$ cat src/rtl/siftah_ctrl.sv
// -----------------------------------------------------------------------------
// siftah_ctrl -- frame-paced command sequencer for the siftah (throttle slider)
// mover.
//
// The raw plus/minus key levels become one-frame step commands, with a press
// delay and auto-repeat. After a collision the player is overridden by a forced
// drain of CRASH_FRAMES down-steps. Input then stays locked out until both keys
// are released. All state advances only on frame ticks (startOfFrame = 1). The
// only exception is the sticky collision-pending flag, which latches a
// collision on any cycle.
//
// Optional feature macro: SIFTAH_AUTOREPEAT_EN
//   defined   -> press delay plus auto-repeat (FIRST -> DELAY -> REPEAT)
//   undefined -> exactly one step per press (FIRST holds while the key is held)
//
// Parameters
//   INIT_DELAY     frames held after the first step before repeating (1..63)
//   REPEAT_PERIOD  frames between repeated steps (1..63)
//   CRASH_FRAMES   forced down-steps after a collision (1..63)
//
// Ports
//   clk             system clock
//   reset           synchronous, active-high reset
//   startOfFrame    one-cycle frame tick
//   plusIsPressed   raw key level, throttle up
//   minusIsPressed  raw key level, throttle down
//   collision       one-cycle collision pulse, any cycle
//   stepUp          registered +1 step request, high for one frame
//   stepDown        registered -1 step request, high for one frame
//   overrideActive  registered, high while in CRASH or LOCKOUT
// -----------------------------------------------------------------------------
module siftah_ctrl #(
    parameter int unsigned INIT_DELAY    = 8,
    parameter int unsigned REPEAT_PERIOD = 2,
    parameter int unsigned CRASH_FRAMES  = 20
) (
    input  logic clk,
    input  logic reset,
    input  logic startOfFrame,
    input  logic plusIsPressed,
    input  logic minusIsPressed,
    input  logic collision,
    output logic stepUp,
    output logic stepDown,
    output logic overrideActive
);

`ifdef SIFTAH_AUTOREPEAT_EN
    typedef enum logic [2:0] {
        ST_IDLE    = 3'd0,
        ST_FIRST   = 3'd1,
        ST_DELAY   = 3'd2,
        ST_REPEAT  = 3'd3,
        ST_CRASH   = 3'd4,
        ST_LOCKOUT = 3'd5
    } state_t;

    localparam logic [5:0] INIT_LOAD = 6'(INIT_DELAY - 32'd1);
    localparam logic [5:0] REP_LOAD  = 6'(REPEAT_PERIOD - 32'd1);
`else
    typedef enum logic [2:0] {
        ST_IDLE    = 3'd0,
        ST_FIRST   = 3'd1,
        ST_CRASH   = 3'd4,
        ST_LOCKOUT = 3'd5
    } state_t;
`endif

    localparam logic [5:0] CRASH_LOAD = 6'(CRASH_FRAMES - 32'd1);

    // Reject out-of-range configurations at elaboration time.
    if ((INIT_DELAY == 32'd0) || (INIT_DELAY > 32'd63) ||
        (REPEAT_PERIOD == 32'd0) || (REPEAT_PERIOD > 32'd63) ||
        (CRASH_FRAMES == 32'd0) || (CRASH_FRAMES > 32'd63)) begin : g_cfg_err
        $error("siftah_ctrl: parameter out of range 1..63");
    end

    // dir encoding: 1'b0 = UP, 1'b1 = DN
    localparam logic DIR_UP = 1'b0;
    localparam logic DIR_DN = 1'b1;

    state_t     state_q, state_d;
    logic [5:0] cnt_q, cnt_d;
    logic       dir_q, dir_d;
    logic       coll_pend_q, coll_pend_d;
    logic       step_up_q, step_up_d;
    logic       step_dn_q, step_dn_d;
    logic       ovr_q, ovr_d;

    logic key_up_s;
    logic key_dn_s;
    logic key_none_s;
    logic key_match_s;

    // Key decode: exactly one key pressed gives a direction; anything else is NONE.
    always_comb begin
        key_up_s    = plusIsPressed & ~minusIsPressed;
        key_dn_s    = minusIsPressed & ~plusIsPressed;
        key_none_s  = ~(key_up_s | key_dn_s);
        key_match_s = (dir_q == DIR_DN) ? key_dn_s : key_up_s;
    end

    // Next-state logic. Only frame ticks move the FSM; the pending flag collects
    // collisions between ticks.
    always_comb begin
        state_d     = state_q;
        cnt_d       = cnt_q;
        dir_d       = dir_q;
        coll_pend_d = coll_pend_q | collision;
        step_up_d   = step_up_q;
        step_dn_d   = step_dn_q;
        ovr_d       = ovr_q;

        if (startOfFrame) begin
            coll_pend_d = 1'b0;
            step_up_d   = 1'b0;
            step_dn_d   = 1'b0;

            if (coll_pend_q || collision) begin
                // A collision wins from every state and restarts the drain.
                state_d   = ST_CRASH;
                cnt_d     = CRASH_LOAD;
                step_dn_d = 1'b1;
            end else begin
                case (state_q)
                    ST_CRASH: begin
                        // The entry tick already issued one step, so the counter
                        // holds the steps still owed. The tick that pays the last
                        // one also moves on to LOCKOUT.
                        if (cnt_q == 6'd0) begin
                            state_d = ST_LOCKOUT;
                        end else begin
                            step_dn_d = 1'b1;
                            cnt_d     = cnt_q - 6'd1;
                            if (cnt_q == 6'd1) begin
                                state_d = ST_LOCKOUT;
                            end else begin
                                state_d = ST_CRASH;
                            end
                        end
                    end
                    ST_LOCKOUT: begin
                        if (key_none_s) begin
                            state_d = ST_IDLE;
                        end else begin
                            state_d = ST_LOCKOUT;
                        end
                    end
                    ST_IDLE: begin
                        if (key_up_s) begin
                            state_d   = ST_FIRST;
                            dir_d     = DIR_UP;
                            step_up_d = 1'b1;
                        end else if (key_dn_s) begin
                            state_d   = ST_FIRST;
                            dir_d     = DIR_DN;
                            step_dn_d = 1'b1;
                        end else begin
                            state_d = ST_IDLE;
                        end
                    end
                    ST_FIRST: begin
                        if (!key_match_s) begin
                            state_d = ST_IDLE;
                        end else begin
`ifdef SIFTAH_AUTOREPEAT_EN
                            state_d = ST_DELAY;
                            cnt_d   = INIT_LOAD;
`else
                            state_d = ST_FIRST;
`endif
                        end
                    end
`ifdef SIFTAH_AUTOREPEAT_EN
                    ST_DELAY: begin
                        if (!key_match_s) begin
                            state_d = ST_IDLE;
                        end else if (cnt_q == 6'd0) begin
                            state_d   = ST_REPEAT;
                            cnt_d     = REP_LOAD;
                            step_up_d = (dir_q == DIR_UP);
                            step_dn_d = (dir_q == DIR_DN);
                        end else begin
                            cnt_d = cnt_q - 6'd1;
                        end
                    end
                    ST_REPEAT: begin
                        if (!key_match_s) begin
                            state_d = ST_IDLE;
                        end else if (cnt_q == 6'd0) begin
                            cnt_d     = REP_LOAD;
                            step_up_d = (dir_q == DIR_UP);
                            step_dn_d = (dir_q == DIR_DN);
                        end else begin
                            cnt_d = cnt_q - 6'd1;
                        end
                    end
`endif
                    default: begin
                        state_d = ST_IDLE;
                    end
                endcase
            end

            ovr_d = (state_d == ST_CRASH) || (state_d == ST_LOCKOUT);
        end else begin
            ovr_d = ovr_q;
        end
    end

    // State and output registers with synchronous reset.
    always_ff @(posedge clk) begin
        if (reset) begin
            state_q     <= ST_IDLE;
            cnt_q       <= 6'd0;
            dir_q       <= DIR_UP;
            coll_pend_q <= 1'b0;
            step_up_q   <= 1'b0;
            step_dn_q   <= 1'b0;
            ovr_q       <= 1'b0;
        end else begin
            state_q     <= state_d;
            cnt_q       <= cnt_d;
            dir_q       <= dir_d;
            coll_pend_q <= coll_pend_d;
            step_up_q   <= step_up_d;
            step_dn_q   <= step_dn_d;
            ovr_q       <= ovr_d;
        end
    end

    assign stepUp         = step_up_q;
    assign stepDown       = step_dn_q;
    assign overrideActive = ovr_q;

endmodule

$ cat config.mk
export PLATFORM = sky130hd
export DESIGN_NAME = siftah_ctrl
export DESIGN_NICKNAME = d
export VERILOG_FILES = /design/src/rtl/siftah_ctrl.sv
export SDC_FILE = /design/constraint.sdc
export NUM_CORES = 1
export LEC_CHECK = 0
export ABC_AREA = 1
export ABC_CLOCK_PERIOD_IN_PS = 1200
export BUFFER_PORTS_ARGS = -buffer_cell sky130_fd_sc_hd__buf_2
export CAP_MARGIN = 20
export CORE_UTILIZATION = 49
export CTS_CLUSTER_SIZE = 10
export DETAILED_ROUTE_END_ITERATION = 16
export GPL_ROUTABILITY_DRIVEN = 0
export PLACE_DENSITY = 0.68
export SYNTH_ARGS = -nofsm -noshare
export SYNTH_HDL_FRONTEND = slang
export SYNTH_SLANG_ARGS = --single-unit
$ cat constraint.sdc
create_clock -name clk -period 1.2 [get_ports clk]
set_input_delay 0.24 -clock clk [delete_from_list [all_inputs] [get_ports clk]]
set_output_delay 0.24 -clock clk [all_outputs]
set_load 0.01 [all_outputs]
After elaboration in Yosys (flattened, before gate mapping)
Cells that the tools add are included.
{"block": "classes", "addsub": 1, "n_eq_ne": 7, "muxes": 23, "bitwise_logic": 7, "n_reduce_logical": 9}
{"cell": "$mux 6", "count": 3}
{"cell": "$mux 1", "count": 15}
{"cell": "$eq 3x3->1 const B", "count": 4}
{"cell": "$pmux 3 s4", "count": 1}
{"cell": "$mux 3", "count": 3}
{"cell": "$eq 6x1->1 const B", "count": 1}
{"cell": "$logic_not 6->1", "count": 1}
{"cell": "$sub 6x1->6 const B", "count": 1}
{"cell": "$reduce_and 4->1", "count": 1}
{"cell": "$reduce_bool 2->1", "count": 2}
{"cell": "$eq 3x1->1 const B", "count": 1}
{"cell": "$logic_not 3->1", "count": 1}
{"cell": "$not 1->1", "count": 3}
{"cell": "$reduce_and 3->1", "count": 1}
{"cell": "$and 1x1->1", "count": 2}
{"cell": "$logic_or 1x1->1", "count": 2}
{"cell": "$ne 2x2->1 const B", "count": 1}
{"cell": "$or 1x1->1", "count": 2}
{"cell": "$pmux 1 s2", "count": 1}
{"cell": "$reduce_or 2->1", "count": 1}
{"block": "totals", "register_bits": 14, "inputBits": 6, "word_cells": 54}

Depth between registers and ports, before layout
{"block": "logic_depth", "depth_word": 9, "depth_mapped": 8, "mapped_depth_nobuf": 8}

Worst setup path after synthesis
No wires, ideal clock.
{"block": "synth_path", "path_kind": "register to register", "start": "register cnt_q[0]", "end": "register cnt_q[2]", "arrival_ps": 1099, "path_slack_ps": -14, "stages_incl_launch_ff": 9, "n_path_buf": 0, "synth_period_minus_slack_ps": 1214, "path_cell_list": "dfxtp_1 -> inv_1 -> ha_1 -> nand3_4 -> nand3_4 -> nand2_4 -> nand3_1 -> nand2_1 -> nor2_1"}
{"block": "synth_via", "elab_chain_len": 4, "word_cells_on_any_way": 7, "classes_between": "1 x add/sub; 1 x eq/ne; 3 x mux; 2 x reduce/logical"}
{"item": "from (decl)", "line_no": "83", "text": "logic [5:0] cnt_q, cnt_d;"}
{"item": "from (signal assigned)", "line_no": "223", "text": "cnt_q <= cnt_d;"}
{"item": "$sub 6x1->6", "line_no": "134", "text": "cnt_d = cnt_q - 6'd1;"}
{"item": "$mux 6", "line_no": "130", "text": "if (cnt_q == 6'd0) begin"}
{"item": "$mux 6", "line_no": "125", "text": "case (state_q)"}
{"item": "$mux 6", "line_no": "119", "text": "if (coll_pend_q || collision) begin"}
Several ways; a longest one is shown, not always the timed one. The select of a mux whose other input is x is not followed.
A chain may end at the register's enable or synchronous reset.

Worst setup path in the final report
{"block": "layout_path", "start": "register cnt_q[1]", "end": "register cnt_q[4]"}
The elaborated chain is that of the path after synthesis.

==> summary.md <==
| Metric | Value |
|---|---|
| Proportion of layout cells with a drive suffix above 1 | `0.312` |
| Number of sinks on the clock net | `13` |
| Clock Root Buffer | `clkbuf_4` |
| H-tree Lvls | `1` |
| Vias in the first global route | `662` |
| Nets | `137` |
| Y dimension of the die | `42.0 um` |
| Instance area at placement | `870 sq um` |
| Total power draw | `1100 uW` |
| Area inside the core boundary | `1510 sq um` |
| Post-detail-place hpwl | `1.20 mm` |
| Final setup violation count | `0` |
| Leakage | `0.000431 uW` |
| Capturing point of the worst reg2reg path | `cnt_q[4]` |
| Netlist cell types | `22` |
| Worst setup skew after layout | `6.21 ps` |
| Worst reg2reg setup slack | `50 ps` |
| Nature of the critical path startpoint | `flip-flop` |
| First-pass DRT Iterations | `4` |
| Number of top-level design ports | `9` |
| Part of the Yosys area used for sequential elements | `0.331` |
| Arrival time at the worst endpoint | `1380 ps` |
| Worst hold stages | `3` |
| Gr ovfl total | `0` |
| Pin count of the biggest net entering global routing | `9` |
| Post-synth net total | `121` |
| Number of vias per cell after detailed routing | `5.21` |
| Peak VDD IR | `727 uV` |
| Post-route cell area | `938 sq um` |
| Cell Pwr Density | `1170 nW/um^2` |
| Part of the cycle the worst path needs | `0.960` |
| Slew HR | `0.844` |
| Routed wire per std cell | `11.6 um` |
| Quantity of hold-fixing buffers added after cts | `0` |
| Post-route DRC violation count | `0` |
| Die ar. | `1770 sq um` |
| Endpoint type of the worst setup path | `flip-flop` |
| Detailed router's first-iteration violation count | `12` |
| Worst-case clock buffer depth | `2` |
| Clock tree from TritonCTS | `yes` |
| Width of the chip | `42.0 um` |
| Number of buffers inserted by port buffering | `8` |
| Floorplan row count | `14` |
| Synthesized cell area | `786 sq um` |
| Pins Over Slew Limit | `0` |
| Layout fillers | `142` |
| Maxcap violations | `0` |
| Timing-limited maximum frequency | `0.868 GHz` |
| Total detailed-routing wirelength | `1.64 mm` |
| Transition time of the tightest slew-check pin | `234 ps` |
| Number of cells on the worst reg-to-reg path | `7` |
| Number of buffers added by the clock tree synthesis step | `3` |
| Setup TNS after final layout | `0 ps` |
| Average cell area after synthesis | `7.14 sq um` |
| Antenna diode count | `0` |
| Clock-pin transition on the worst setup and hold timing paths | `80 ps` |
| Signed area change from the synthesized netlist to the final layout | `19.4%` |
| Effective utilization at floorplan | `0.522` |
| Yosys synthesis warning count | `0` |
| Most frequent cells in the layout | `nand2_1 (24), nand3_1 (12), nor2_1 (10), inv_1 (9), dfxtp_1 (9)` |
| Detailed-route via count | `734` |
| Critical Path Source | `cnt_q[1]` |
| Highest fanout seen on the critical path | `3` |
| First-pass GRT wire length | `2.74 mm` |
| Worst Path Required | `1420 ps` |
| Combined global-route utilization of all metal layers | `0.208` |
| Post-route minimum period | `1150 ps` |
| Status | `complete, no violations` |
| Clk Latency, worst-skew pair | `280 ps` |
| FF+latch count, synth | `13` |
| Number of hold-slack violations in the final timing report | `0` |
| Antenna violations before repair | `0` |
| R2R Path Start | `cnt_q[1]` |
| Most common cell after layout, fill and taps aside | `nand2_1` |
| Post-detailed-route count of antenna-violating nets | `0` |
| Worst setup endpoint | `cnt_q[4]` |
| Crit Path Category | `flip-flop to flip-flop` |
| RSZ-0062 raised after global routing | `true` |
| Number of standard cells after synthesis | `110` |
| Class of the tightest hold or removal check | `input port to flip-flop` |
Yosys cell counts (all sizes together):
cell    number  area share
a21oi       10       0.068
nor2        15        0.10
clkbuf       1      0.0048
ha           5       0.080
nand2       26        0.14
o21ai        5       0.032
nand3       15        0.13
a21o         1      0.0096
buf          1      0.0064
inv         13       0.062
nand4        3       0.024
dfxtp       13        0.33
o21a         1      0.0096
or2          1      0.0080
what timing repair did:
action | CTS | global route
gates resized for setup | 4 | 8
setup endpoints to repair | 2 | 6
cloned | 0 | 0
pin swaps | 2 | 2
setup buffers | 0 | 1
per-stage QoR:
step / std cells / setup slack [ps] / util / hold WS [ps]
floorplan: 110 / 9.44 / - / 391
global placement: 136 / 15.5 / 0.577 / 437
detailed placement: 136 / 9.85 / 0.577 / 443
CTS: 140 / 18.1 / 0.596 / 211
global route: 141 / -45.6 / 0.623 / 229
finish: 141 / 48.5 / 0.623 / 223
state kept, by name, summed over array words and instances, names as in the netlist:
| name | count |
|---|---|
| overrideActive | 1 |
| cnt_q | 6 |
| coll_pend_q | 1 |
| state_q | 2 |
| stepDown | 1 |
| dir_q | 1 |
| stepUp | 1 |
final cells by class:
type / count / area [sq um] / share of cell area
Clock buffer: 4 / 26.3 / 0.0280
Inverter: 13 / 48.8 / 0.0520
Multi-Input combinational cell: 82 / 500 / 0.533
Sequential cell: 13 / 265 / 0.283
Tap cell: 16 / 20.0 / 0.0213
Timing Repair Buffer: 13 / 77.6 / 0.0827
power by group:
part / leakage (uW) / total [uW] / switching, uW / internal [uW]
clock network: 0.0000150 / 272 / 143 / 129
registers: 0.000108 / 499 / 33.6 / 466
logic: 0.000307 / 328 / 185 / 143
how the worst min path moves through the flow:
| stage | start | to | slack (ps) |
|---|---|---|---|
| finish | collision | coll_pend_q | 220 |
| global route | collision | coll_pend_q | 230 |
| CTS | reset | cnt_q[4] | 210 |
| detailed placement | overrideActive | overrideActive | 440 |
| global placement | overrideActive | overrideActive | 440 |
| floorplan | collision | coll_pend_q | 390 |
routing by layer:
layer,track usage,share of wire,vias to the layer above
li1,-,-,389
met1,0.238,0.45,334
met2,0.363,0.51,7
met3,0.0388,0.016,4
met4,0.113,0.021,0
met5,0,0,-
cells by family after synthesis:
logic type                 share of synthesized area
AOI/OAI and AO/OA                              0.119
adders and majority gates                     0.0796
buffers and inverters                         0.0732
DFF                                            0.331
and+or+nand+nor                                0.397
worst max-delay path, cell delays in order (launching register included):
cell     delay, ps
dfxtp_2        330
inv_2           80
ha_2           190
nand2_1         70
or2_0          200
nand3_1         60
nand2_1         60
a21oi_2        100
Note: power is estimated with default switching activity, not from simulation.
